==> config.mk <==
export PLATFORM = sky130hd
export DESIGN_NAME = instruction_fetch_unit_flat
export DESIGN_NICKNAME = d
export VERILOG_FILES = /design/src/rtl/instruction_fetch_unit_if.sv /design/src/rtl/instruction_fetch_unit.sv /design/src/flat_wrapper.sv
export SDC_FILE = /design/constraint.sdc
export NUM_CORES = 1
export LEC_CHECK = 0
export ABC_CLOCK_PERIOD_IN_PS = 2700
export BUFFER_PORTS_ARGS = -buffer_cell sky130_fd_sc_hd__buf_2
export CAP_MARGIN = 30
export CORE_MARGIN = 10
export CORE_UTILIZATION = 28
export CTS_CLUSTER_DIAMETER = 200
export CTS_CLUSTER_SIZE = 8
export DETAILED_ROUTE_END_ITERATION = 8
export PLACE_DENSITY = 0.48
export SLEW_MARGIN = 10
export SYNTH_ARGS = -nofsm -noshare
export SYNTH_HDL_FRONTEND = slang
export SYNTH_SLANG_ARGS = --single-unit
==> constraint.sdc <==
create_clock -name clk -period 2.7 [get_ports clk]
set_input_delay 0.27 -clock clk [delete_from_list [all_inputs] [get_ports clk]]
set_output_delay 0.27 -clock clk [all_outputs]
set_load 0.01 [all_outputs]
==> src/rtl/instruction_fetch_unit_if.sv <==
// Fetch-unit bus: program-memory port, redirect request, and the decode-side handshake.
interface instruction_fetch_unit_if #(
  parameter int unsigned DATA_WIDTH = 32
) ();
  logic                  enable;
  logic                  redirect;
  logic [DATA_WIDTH-1:0] target;
  logic [DATA_WIDTH-1:0] address;
  logic [DATA_WIDTH-1:0] mem_data;
  logic [DATA_WIDTH-1:0] instruction;
  logic [DATA_WIDTH-1:0] pc;
  logic                  valid;
  logic                  ready;
  logic                  fault;
  logic [DATA_WIDTH-1:0] fault_addr;
  logic [DATA_WIDTH-1:0] fetch_count;

  modport master (
    input  enable, redirect, target, mem_data, ready,
    output address, instruction, pc, valid, fault, fault_addr, fetch_count
  );

  modport slave (
    output enable, redirect, target, mem_data, ready,
    input  address, instruction, pc, valid, fault, fault_addr, fetch_count
  );
endinterface

==> src/rtl/instruction_fetch_unit.sv <==
// Single-entry instruction fetch stage: PC sequencing, redirect, range/alignment
// fault trapping and an accepted-entry counter.
module instruction_fetch_unit #(
  parameter int unsigned           MEMORY_DEPTH = 64,
  parameter int unsigned           DATA_WIDTH   = 32,
  parameter logic [DATA_WIDTH-1:0] BASE_ADDR    = 32'h0040_0000
) (
  input logic                      clk,
  input logic                      reset,
  instruction_fetch_unit_if.master bus
);

  localparam logic [DATA_WIDTH-1:0] LimitAddr = BASE_ADDR + DATA_WIDTH'(4 * MEMORY_DEPTH);

  typedef enum logic [1:0] {StIdle, StRun, StFault} state_e;

  state_e                state_q;
  logic [DATA_WIDTH-1:0] pc_q;
  logic [DATA_WIDTH-1:0] instr_q;
  logic [DATA_WIDTH-1:0] pc_out_q;
  logic                  valid_q;
  logic                  fault_q;
  logic [DATA_WIDTH-1:0] fault_addr_q;
  logic [DATA_WIDTH-1:0] count_q;

  logic fire;
  logic load_req;
  logic in_range;

  assign fire     = valid_q & bus.ready;
  // Redirect has priority; it is handled first in the sequential block.
  assign load_req = (state_q == StRun) & bus.enable & (~valid_q | bus.ready);
  assign in_range = (pc_q >= BASE_ADDR) && (pc_q < LimitAddr) && (pc_q[1:0] == 2'b00);

  always_ff @(posedge clk) begin
    if (reset) begin
      state_q      <= StIdle;
      pc_q         <= BASE_ADDR;
      instr_q      <= '0;
      pc_out_q     <= '0;
      valid_q      <= 1'b0;
      fault_q      <= 1'b0;
      fault_addr_q <= '0;
      count_q      <= '0;
    end else begin
      if (fire) count_q <= count_q + DATA_WIDTH'(1);
      case (state_q)
        StIdle, StRun: begin
          state_q <= bus.enable ? StRun : StIdle;
          if (bus.redirect) begin
            valid_q <= 1'b0;
            if (bus.target[1:0] != 2'b00) begin
              state_q      <= StFault;
              fault_q      <= 1'b1;
              fault_addr_q <= bus.target;
            end else begin
              pc_q <= bus.target;
            end
          end else if (load_req) begin
            if (in_range) begin
              instr_q  <= bus.mem_data;
              pc_out_q <= pc_q;
              valid_q  <= 1'b1;
              pc_q     <= pc_q + DATA_WIDTH'(4);
            end else begin
              state_q      <= StFault;
              fault_q      <= 1'b1;
              fault_addr_q <= pc_q;
              valid_q      <= 1'b0;
            end
          end else if (fire) begin
            valid_q <= 1'b0;
          end
        end
        StFault: valid_q <= 1'b0;
        default: state_q <= StIdle;
      endcase
    end
  end

  assign bus.address     = pc_q;
  assign bus.instruction = instr_q;
  assign bus.pc          = pc_out_q;
  assign bus.valid       = valid_q;
  assign bus.fault       = fault_q;
  assign bus.fault_addr  = fault_addr_q;
  assign bus.fetch_count = count_q;

endmodule

==> src/flat_wrapper.sv <==
// flat-port wrapper written by rule: the top's interface ports become plain ports
module instruction_fetch_unit_flat 
#(
  parameter int unsigned           MEMORY_DEPTH = 64,
  parameter int unsigned           DATA_WIDTH   = 32,
  parameter logic [DATA_WIDTH-1:0] BASE_ADDR    = 32'h0040_0000
)
  (clk, reset, bus_enable, bus_redirect, bus_target, bus_mem_data, bus_ready, bus_address, bus_instruction, bus_pc, bus_valid, bus_fault, bus_fault_addr, bus_fetch_count);
  instruction_fetch_unit_if #(.DATA_WIDTH(DATA_WIDTH)) bus_i ();
  input logic clk;
  input logic reset;
  input wire logic [$bits(bus_i.enable)-1:0] bus_enable;
  input wire logic [$bits(bus_i.redirect)-1:0] bus_redirect;
  input wire logic [$bits(bus_i.target)-1:0] bus_target;
  input wire logic [$bits(bus_i.mem_data)-1:0] bus_mem_data;
  input wire logic [$bits(bus_i.ready)-1:0] bus_ready;
  output wire logic [$bits(bus_i.address)-1:0] bus_address;
  output wire logic [$bits(bus_i.instruction)-1:0] bus_instruction;
  output wire logic [$bits(bus_i.pc)-1:0] bus_pc;
  output wire logic [$bits(bus_i.valid)-1:0] bus_valid;
  output wire logic [$bits(bus_i.fault)-1:0] bus_fault;
  output wire logic [$bits(bus_i.fault_addr)-1:0] bus_fault_addr;
  output wire logic [$bits(bus_i.fetch_count)-1:0] bus_fetch_count;
  assign bus_i.enable = bus_enable;
  assign bus_i.redirect = bus_redirect;
  assign bus_i.target = bus_target;
  assign bus_i.mem_data = bus_mem_data;
  assign bus_i.ready = bus_ready;
  assign bus_address = bus_i.address;
  assign bus_instruction = bus_i.instruction;
  assign bus_pc = bus_i.pc;
  assign bus_valid = bus_i.valid;
  assign bus_fault = bus_i.fault;
  assign bus_fault_addr = bus_i.fault_addr;
  assign bus_fetch_count = bus_i.fetch_count;
  instruction_fetch_unit #(.MEMORY_DEPTH(MEMORY_DEPTH), .DATA_WIDTH(DATA_WIDTH), .BASE_ADDR(BASE_ADDR)) u_core (.clk(clk), .reset(reset), .bus(bus_i));
endmodule
==> results by group, run 1 <==
Layout
  – Area grow syn2layout: 32.60%
  – Fin cells: 1355
  – Fill cells: 2572
  – Fin nets: 1088
  – Layout cells sized above 1: 30.61%
  – Commonest non-fill, non-tap cells in the layout: 229 x buf_2, 164 x dfxtp_1, 115 x a21oi_1, 68 x nand3_1, 52 x o21ai_0
  – Seq. cell area: 3283 um2
  – Leading cell type in the layout, fill and taps excluded: buf_2
  – Multi-input gate area: 3307 um2

Global route
  – Most used routing layer: met2
  – Largest net degree at the start of global routing: 66
  – GRT Util Overall: 15.21%
  – Global-route wire length before repair: 38440 um
  – Vias in the first global route: 6561
  – Met1 Usage GRT: 19.69%
  – M2 GR Usage: 23.77%
  – Met3 Usage GRT: 4.801%
  – Initial antenna violation count: 2
  – Overflow after GRT: 0

Yosys
  – Sequential cell area fraction in the yosys report: 47.49%
  – Yosys cell types: 46
  – Synthesis-stage register bit count: 164
  – Syn Std Cell Area: 6913 um2
  – Post-synth top flop: dfxtp_1
  – Ys Warns: 0
  – Synthesized instance count: 796
  – Number of synthesized flops with an enable pin: 0
  – Async SR Flop Fraction: 0%
  – Mapped Nets: 868
  – Syn_area_per_cell: 8.685 um2

STA
  – RSZ-0062 raised after global routing: no
  – Setup TNS: 0 ns
  – Max Freq: 387.8 MHz
  – Hold WS: 0.09647 ns
  – Fin. Hold Viols: 0
  – Worst Clk Skew: 0.01668 ns
  – Actual slew at the worst max-slew pin: 0.6800 ns
  – Setup violators final: 0
  – Tcrit/Tclk final: 95.50%
  – Slew Limit Fails: 0
  – Min Tclk post-route: 2.578 ns
  – Slew headroom: 54.67%
  – PnR worst setup slack: 0.1216 ns

Detailed routing
  – Via density: 4.884
  – Routed wire per std cell: 18.23 um
  – Final wirelength: 24710 um
  – Detailed router's first-iteration violation count: 399
  – DR vias: 6618
  – Antenna viol nets, final: 0
  – Pre-Repair DR Iteration Count: 5
  – DR DRC count: 0

Power
  – Leak: 3.789 nW
  – Max IR drop VDD: 0.3175 mV
  – Overall Power: 6.430 mW
  – PD cells: 701.5 nW/um2

Worst hold path
  – Depth of the worst hold-timing path: 3
  – Worst Hold Class: primary input to flip-flop
  – Hold-critical path endpoint: u_core.bus.instruction[31]$_SDFFE_PP0P_
  – Hold Startpoint: bus_mem_data[31]

Floorplan
  – Die height: 177.1 um
  – I/O pin cnt: 231
  – Starting Density: 28.43%
  – Die X: 177.1 um
  – Placement Rows: 57
  – Die area: 31370 um2
  – Core area: 24320 um2

Setup path
  – Reg-to-Reg End: u_core.bus.fault_addr[27]$_SDFFE_PP0P_
  – CP max FO: 9
  – R2R Setup Slk: 0.12 ns
  – Crit. End Element: flip-flop
  – Startpoint types: flip-flop
  – Crit path required time: 3.03 ns
  – WP data arrival: 2.90 ns
  – Kind of critical path: flip-flop to flip-flop
  – Worst R2R Start: u_core.bus.address[1]$_SDFFE_PP0P_
  – R2R cell count: 6

Clocking
  – CTS Sinks: 164
  – CTS Buf Count: 17
  – PostCTS Resize Cnt: 0
  – CTS tree: done
  – H-tree Lvls: 4
  – Hold buffer count at cts: 0
  – Clock-pin slew on the worst setup and hold paths: 0.07 ns
  – Clock Tree Buf Depth: 2
  – Clock root buffer: clkbuf_16
  – Postcts setup bufs: 0
  – Clk Latency, worst-skew pair: 0.42 ns

Placed design
  – Dpl ws: 0.1205 ns
  – Placed cell count: 1321
  – # port buffers: 230
  – Gpl congestion: 0.7920
  – Detailed Place HPWL: 17700 um

Status
  – Status: finished, final reports clean

Flow run
  – Max_cap viols: 0
==> power by group <==
group          total (mW)  switching (mW)  internal (mW)
clock                2.47            1.12           1.35
sequential           2.68           0.115           2.57
combinational        1.28           0.802          0.478
==> layer usage <==
metal / wire, um / vias up
li1: - / 3342
met1: 11080 / 3089
met2: 11580 / 168
met3: 1719 / 19
met4: 323 / 0
met5: 0 / -
==> logic make-up (layout without fill, tap and decap cells) <==
group / after synthesis / count (layout) / share of synthesized area (%)
simple gates: 253 / 253 / 19.15
compound gates: 245 / 245 / 21.45
flops: 164 / 164 / 47.49
buf+inv: 84 / 317 / 4.941
mux: 25 / 25 / 3.638
xor+xnor: 22 / 22 / 2.787
fa+ha+maj: 3 / 3 / 0.5430
other cells: 0 / 2 / 0
==> worst max-delay path, cell delays in order (launching register included) <==
cell,delay [ns]
dfxtp_1,0.33
or4_1,0.52
or4_4,0.45
or3_2,0.54
and2_1,0.20
buf_4,0.19
a211oi_1,0.24
==> worst max path at each step <==
stage	slack (ns)	to	from
final	0.12	u_core.bus.fault_addr[27]$_SDFFE_PP0P_	u_core.bus.address[1]$_SDFFE_PP0P_
after CTS	0.11	u_core.bus.fault_addr[17]$_SDFFE_PP0P_	u_core.bus.address[1]$_SDFFE_PP0P_
after floorplan	0.24	u_core.bus.fault_addr[12]$_SDFFE_PP0P_	u_core.bus.address[18]$_SDFFE_PP0P_
after global routing	0.02	u_core.bus.instruction[2]$_SDFFE_PP0P_	u_core.bus.address[1]$_SDFFE_PP0P_
after global placement	0.17	u_core.bus.fault_addr[7]$_SDFFE_PP0P_	u_core.bus.address[18]$_SDFFE_PP0P_
after detailed placement	0.12	u_core.bus.fault_addr[17]$_SDFFE_PP0P_	u_core.bus.address[1]$_SDFFE_PP0P_
==> layout make-up <==
class,count,area share [%]
multi-input combinational,548,36.08
sequential,164,35.82
timing repair buffer,267,16.30
clock buffer,18,4.791
tap,324,4.423
clock inverter,14,1.802
inverter,18,0.7371
antenna,2,0.05460
==> per-stage QoR <==
step / area, um2 / utilization, %
floorplan: 6913 / -
global placement: 8557 / 35.19
detailed placement: 8557 / 35.19
CTS: 9161 / 37.67
global route: 9164 / 37.68
finish: 9166 / 37.69
==> synthesized netlist by cell type, drive strengths merged, types with 6 or more instances <==
library cell,count,area (um2)
dfxtp,164,3283
a21oi,115,575.6
nand3,68,340.3
clkbuf,59,221.5
o21ai,52,260.3
nand2,41,153.9
nor2,39,146.4
a211oi,26,195.2
and2,26,162.7
mux2i,24,240.2
xnor2,19,166.4
inv,18,67.56
nor4,16,106.4
o211ai,15,112.6
nor3,11,55.05
or3,10,62.56
or4,9,71.32
a311oi,8,107.6
nand2b,8,50.05
nand4,8,50.05
a22oi,7,52.55
buf,7,52.54
o31ai,6,45.04
==> state kept, by name (all words and copies together), names as in the netlist <==
signal / flops
u_core.bus.instruction: 32
u_core.bus.address: 32
u_core.bus.fault: 1
u_core.bus.fetch_count: 32
u_core.bus.pc: 32
u_core.bus.fault_addr: 32
u_core.bus.valid: 1
u_core.state_q: 2
(Power assumes the default switching activity.)
==> run 2, diff against run 1 <==
--- a/config.mk
+++ b/config.mk
@@ -5,9 +5,8 @@
 export SDC_FILE = /design/constraint.sdc
 export NUM_CORES = 1
 export LEC_CHECK = 0
-export ABC_CLOCK_PERIOD_IN_PS = 2700
+export ABC_CLOCK_PERIOD_IN_PS = 3100
 export BUFFER_PORTS_ARGS = -buffer_cell sky130_fd_sc_hd__buf_2
-export CAP_MARGIN = 30
 export CORE_MARGIN = 10
 export CORE_UTILIZATION = 28
 export CTS_CLUSTER_DIAMETER = 200
==> constraint.sdc (replaced) <==
create_clock -name clk -period 3.1 [get_ports clk]
set_input_delay 0.31 -clock clk [delete_from_list [all_inputs] [get_ports clk]]
set_output_delay 0.31 -clock clk [all_outputs]
set_load 0.01 [all_outputs]
==> results by group, run 2 (synthesis results as in run 1) <==
Global route
  – Initial antenna violation count: 1
  – Largest net degree at the start of global routing: 61
  – Vias in the first global route: 6441
  – Overflow after GRT: 0
  – GRT Util Overall: 15.11%
  – Global-route wire length before repair: 38160 um

STA
  – Hold WS: 0.1247 ns
  – Slew Limit Fails: 0
  – RSZ-0062 raised after global routing: no
  – Min Tclk post-route: 2.715 ns
  – Max Freq: 368.3 MHz
  – Setup TNS: 0 ns
  – Fin. Hold Viols: 0
  – Setup violators final: 0
  – Tcrit/Tclk final: 87.58%
  – Actual slew at the worst max-slew pin: 0.6829 ns
  – Worst Clk Skew: 0.01520 ns
  – Slew headroom: 54.47%

Clocking
  – Clock Tree Buf Depth: 2
  – Clk Latency, worst-skew pair: 0.42 ns
  – Clock-pin slew on the worst setup and hold paths: 0.08 ns
  – Hold buffer count at cts: 0
  – PostCTS Resize Cnt: 0
  – Clock root buffer: clkbuf_16
  – CTS Sinks: 164
  – CTS tree: done
  – H-tree Lvls: 4
  – CTS Buf Count: 17
  – Postcts setup bufs: 0

Worst hold path
  – Depth of the worst hold-timing path: 3
  – Hold-critical path endpoint: u_core.bus.instruction[2]$_SDFFE_PP0P_
  – Worst Hold Class: primary input to flip-flop
  – Hold Startpoint: bus_mem_data[2]

Floorplan
  – Core area: 24320 um2
  – Die area: 31370 um2
  – I/O pin cnt: 231
  – Die X: 177.1 um
  – Placement Rows: 57
  – Starting Density: 28.43%
  – Die height: 177.1 um

Setup path
  – Critical Path Source: u_core.bus.address[18]$_SDFFE_PP0P_
  – WP data arrival: 3.06 ns
  – Startpoint types: flip-flop
  – Kind of critical path: flip-flop to flip-flop
  – Crit. End Element: flip-flop
  – CP max FO: 51
  – R2R Setup Slk: 0.38 ns
  – Reg-to-Reg End: u_core.bus.address[2]$_SDFFE_PP0P_
  – Crit path required time: 3.44 ns
  – Worst R2R Start: u_core.bus.address[18]$_SDFFE_PP0P_
  – R2R cell count: 6

Detailed routing
  – DR vias: 6687
  – Pre-Repair DR Iteration Count: 5
  – Detailed router's first-iteration violation count: 347
  – DR DRC count: 0
  – Via density: 4.979
  – Routed wire per std cell: 18.37 um
  – Final wirelength: 24680 um
  – Antenna viol nets, final: 0

Power
  – PD cells: 613.2 nW/um2
  – Leak: 3.709 nW
  – Max IR drop VDD: 0.2784 mV

Placed design
  – Detailed Place HPWL: 17470 um
  – Post-placement cell area: 8424 um2
  – Gpl congestion: 0.8086
  – # port buffers: 230

Layout
  – Leading cell type in the layout, fill and taps excluded: buf_2
  – Layout cells sized above 1: 29.86%
  – Fin area: 9014 um2
  – Fin nets: 1077
  – Fill cells: 2568
  – Area grow syn2layout: 30.39%
  – Commonest non-fill, non-tap cells in the layout: 229 x buf_2, 164 x dfxtp_1, 115 x a21oi_1, 68 x nand3_1, 52 x o21ai_0

Flow run
  – Max_cap viols: 0

Status
  – Status: finished, final reports clean
## run 2: layout make-up
type                            count  area, um2  area share, %
Multi-Input combinational cell    548       3307          36.69
Sequential cell                   164       3283          36.42
Timing Repair Buffer              256       1361          15.10
Clock buffer                       17      425.4          4.720
Tap cell                          324      405.4          4.498
Clock inverter                     15      161.4          1.791
Inverter                           18      67.56         0.7496
Antenna cell                        1      2.502        0.02776
## run 2: worst max-delay path by stage
stage | end | slack (ns) | cells after the start
after global placement | u_core.bus.address[2]$_SDFFE_PP0P_ | 0.41 | 6
after detailed placement | u_core.bus.address[2]$_SDFFE_PP0P_ | 0.41 | 6
after floorplan | u_core.bus.fault_addr[12]$_SDFFE_PP0P_ | 0.64 | 7
after global routing | u_core.bus.instruction[11]$_SDFFE_PP0P_ | 0.27 | 6
final | u_core.bus.address[2]$_SDFFE_PP0P_ | 0.38 | 6
after CTS | u_core.bus.address[2]$_SDFFE_PP0P_ | 0.36 | 6
## run 2: critical path: stages (launching register included)
cell     delay, ns
dfxtp_1       0.34
or4_1         0.56
or4_4         0.46
or3_2         0.51
buf_4         0.31
a211o_1       0.31
a21oi_1       0.13
## run 2: power by group
part	internal (mW)	switching, mW	total, mW
Sequential	2.24	0.114	2.35
Clock	1.14	0.984	2.13
Combinational	0.374	0.676	1.05
Total	3.75	1.77	5.53
## run 2: metal layers
metal / GRT usage, % / routed length (um) / part of all wire, %
met3: 4.587 / 1936 / 7.8
met5: 0 / 0 / 0
met2: 22.90 / 11420 / 46
met4: 4.483 / 375 / 1.5
met1: 20.16 / 10950 / 44
## run 2: per-stage QoR
step	std cells	power, mW	utilization, %	setup slack, ns
6_report	1343	5.527	37.06	0.3849
5_1_grt	1342	5.808	37.05	0.2660
4_1_cts	1342	5.615	37.05	0.3598
3_5_place_dp	1310	3.465	34.64	0.4059
3_3_place_gp	1310	3.461	34.64	0.4053
2_1_floorplan	796	3.022	-	0.6414
==> run 3, diff against run 2 <==
--- a/config.mk
+++ b/config.mk
@@ -5,6 +5,7 @@
 export SDC_FILE = /design/constraint.sdc
 export NUM_CORES = 1
 export LEC_CHECK = 0
+export ABC_AREA = 1
 export ABC_CLOCK_PERIOD_IN_PS = 3100
 export BUFFER_PORTS_ARGS = -buffer_cell sky130_fd_sc_hd__buf_2
 export CORE_MARGIN = 10
==> results by group, run 3 <==
Yosys
  – Synthesis-stage register bit count: 164
  – Yosys cell types: 38
  – Most frequent cell after synthesis: nand2_1
  – Share of Yosys cell area claimed by the top area cell type: 42.61%
  – Sequential cell area fraction in the yosys report: 42.61%
  – Post-synth top flop: dfxtp_1
  – Synth area leaders: dfxtp_1 43%, nand2_1 14%, nor2_1 13%
  – Syn Std Cell Area: 7705 um2
  – Synthesized instance count: 1193
  – Async SR Flop Fraction: 0%
  – Number of synthesized flops with an enable pin: 0
  – Area leader, netlist: dfxtp_1
  – Top post-synthesis cells by count: 290 x nand2_1, 273 x nor2_1, 164 x dfxtp_1, 164 x inv_1, 92 x nand3_1
  – Ys Warns: 0
  – Mapped Nets: 1265
  – Syn_area_per_cell: 6.458 um2

Clocking
  – Clock Tree Buf Depth: 2
  – H-tree Lvls: 4
  – CTS tree: done
  – CTS Sinks: 164
  – Hold buffer count at cts: 0
  – Clk Latency, worst-skew pair: 0.43 ns
  – PostCTS Resize Cnt: 0
  – CTS Buf Count: 17
  – Clock root buffer: clkbuf_16
  – Clock-pin slew on the worst setup and hold paths: 0.07 ns
  – Postcts setup bufs: 0

Power
  – PD cells: 627.1 nW/um2
  – Max IR drop VDD: 0.2965 mV
  – Leak: 5.225 nW

Detailed routing
  – Final wirelength: 26480 um
  – Antenna viol nets, final: 0
  – Via density: 4.428
  – DR DRC count: 0
  – Detailed router's first-iteration violation count: 441
  – Pre-Repair DR Iteration Count: 5
  – Routed wire per std cell: 15.09 um
  – DR vias: 7771

Layout
  – Layout cells sized above 1: 20.67%
  – Fin area: 9708 um2
  – Commonest non-fill, non-tap cells in the layout: 290 x nand2_1, 273 x nor2_1, 230 x buf_2, 164 x inv_1, 164 x dfxtp_1
  – Area grow syn2layout: 26.00%
  – Fin nets: 1472
  – Leading cell type in the layout, fill and taps excluded: nand2_1

Floorplan
  – Die area: 34550 um2
  – Starting Density: 28.51%
  – Core area: 27030 um2
  – Die height: 185.9 um
  – Placement Rows: 60
  – I/O pin cnt: 231
  – Die X: 185.9 um

Global route
  – Largest net degree at the start of global routing: 66
  – Vias in the first global route: 7572
  – Initial antenna violation count: 2
  – Overflow after GRT: 0
  – Global-route wire length before repair: 41830 um
  – GRT Util Overall: 15.29%

STA
  – Slew headroom: 50.96%
  – Worst Clk Skew: 0.01619 ns
  – Hold WS: 0.1004 ns
  – Setup violators final: 0
  – RSZ-0062 raised after global routing: no
  – Min Tclk post-route: 2.010 ns
  – Actual slew at the worst max-slew pin: 0.7329 ns
  – Max Freq: 497.4 MHz
  – Setup TNS: 0 ns
  – Slew Limit Fails: 0
  – Tcrit/Tclk final: 64.85%
  – Fin. Hold Viols: 0

Setup path
  – Crit path required time: 3.46 ns
  – Startpoint types: flip-flop
  – Kind of critical path: flip-flop to flip-flop
  – CP max FO: 34
  – Crit. End Element: flip-flop
  – WP data arrival: 2.37 ns

Status
  – Status: finished, final reports clean

Flow run
  – Max_cap viols: 0

Placed design
  – # port buffers: 230
  – Gpl congestion: 0.8484
  – Detailed Place HPWL: 19300 um
  – Post-placement cell area: 9100 um2

Worst hold path
  – Worst Hold Class: primary input to flip-flop
-- run 3: worst paths after layout --
| kind | from | to | slack [ns] | cells past startpoint |
|---|---|---|---|---|
| min reg2reg | u_core.bus.fault$_SDFFE_PP0P_ | u_core.bus.fault$_SDFFE_PP0P_ | 0.45 | 2 |
| max reg2reg | u_core.state_q[0]$_SDFFE_PP0P_ | u_core.bus.fault_addr[7]$_SDFFE_PP0P_ | 1.09 | 10 |
| min | bus_mem_data[1] | u_core.bus.instruction[1]$_SDFFE_PP0P_ | 0.10 | 3 |
| max | u_core.state_q[0]$_SDFFE_PP0P_ | u_core.bus.fault_addr[7]$_SDFFE_PP0P_ | 1.09 | 10 |
-- run 3: metal layers --
layer  GRT usage [%]  vias to the layer above  wire [um]
met5               0                        -         13
li1                -                     4062          -
met3           6.083                       20       2417
met1           19.42                     3472      12050
met2           23.53                      215      11660
met4           3.966                        2        345
-- run 3: critical path, cell delays in order (launching register included) --
cell     delay, ns
dfxtp_1       0.33
nand2_1       0.05
nor2_1        0.11
o21ai_1       0.11
nand2_1       0.08
nand2_1       0.09
inv_2         0.30
nand2_2       0.52
nand2_1       0.21
inv_1         0.05
nor2_1        0.09
-- run 3: cells by family after synthesis --
| group | count (synthesis) | synth area share, % |
|---|---|---|
| AND/OR/NAND/NOR | 691 | 36.86 |
| buffers and inverters | 221 | 11.61 |
| flip-flops | 164 | 42.61 |
| AO/OA/AOI/OAI | 105 | 7.373 |
| XOR/XNOR | 7 | 0.7957 |
| adder cells (fa/ha/maj) | 3 | 0.4872 |
| multiplexers | 2 | 0.2598 |
-- run 3: layout make-up --
type	count	area [um2]
tap	341	426.7
inverter	169	636.9
multi-input combinational	808	3527
clock inverter	13	162.7
fill	2981	17320
antenna	1	2.502
sequential	164	3283
clock buffer	19	442.9
timing repair buffer	240	1226
-- run 3: where the power goes --
group          switching, mW  total [mW]  internal [mW]
combinational          0.918        1.40          0.483
sequential             0.167        2.47           2.30
clock                  0.976        2.22           1.24
-- run 3: stage by stage --
| step | utilization (%) | cells | power (mW) | worst slack, ns |
|---|---|---|---|---|
| after CTS | 35.91 | 1754 | 6.192 | 1.054 |
| after global routing | 35.92 | 1755 | 6.490 | 0.7875 |
| after detailed placement | 33.67 | 1722 | 3.934 | 0.9782 |
| final | 35.92 | 1755 | 6.088 | 1.090 |
| after floorplan | - | 1193 | 3.429 | 1.496 |
| after global placement | 33.67 | 1722 | 3.934 | 1.022 |
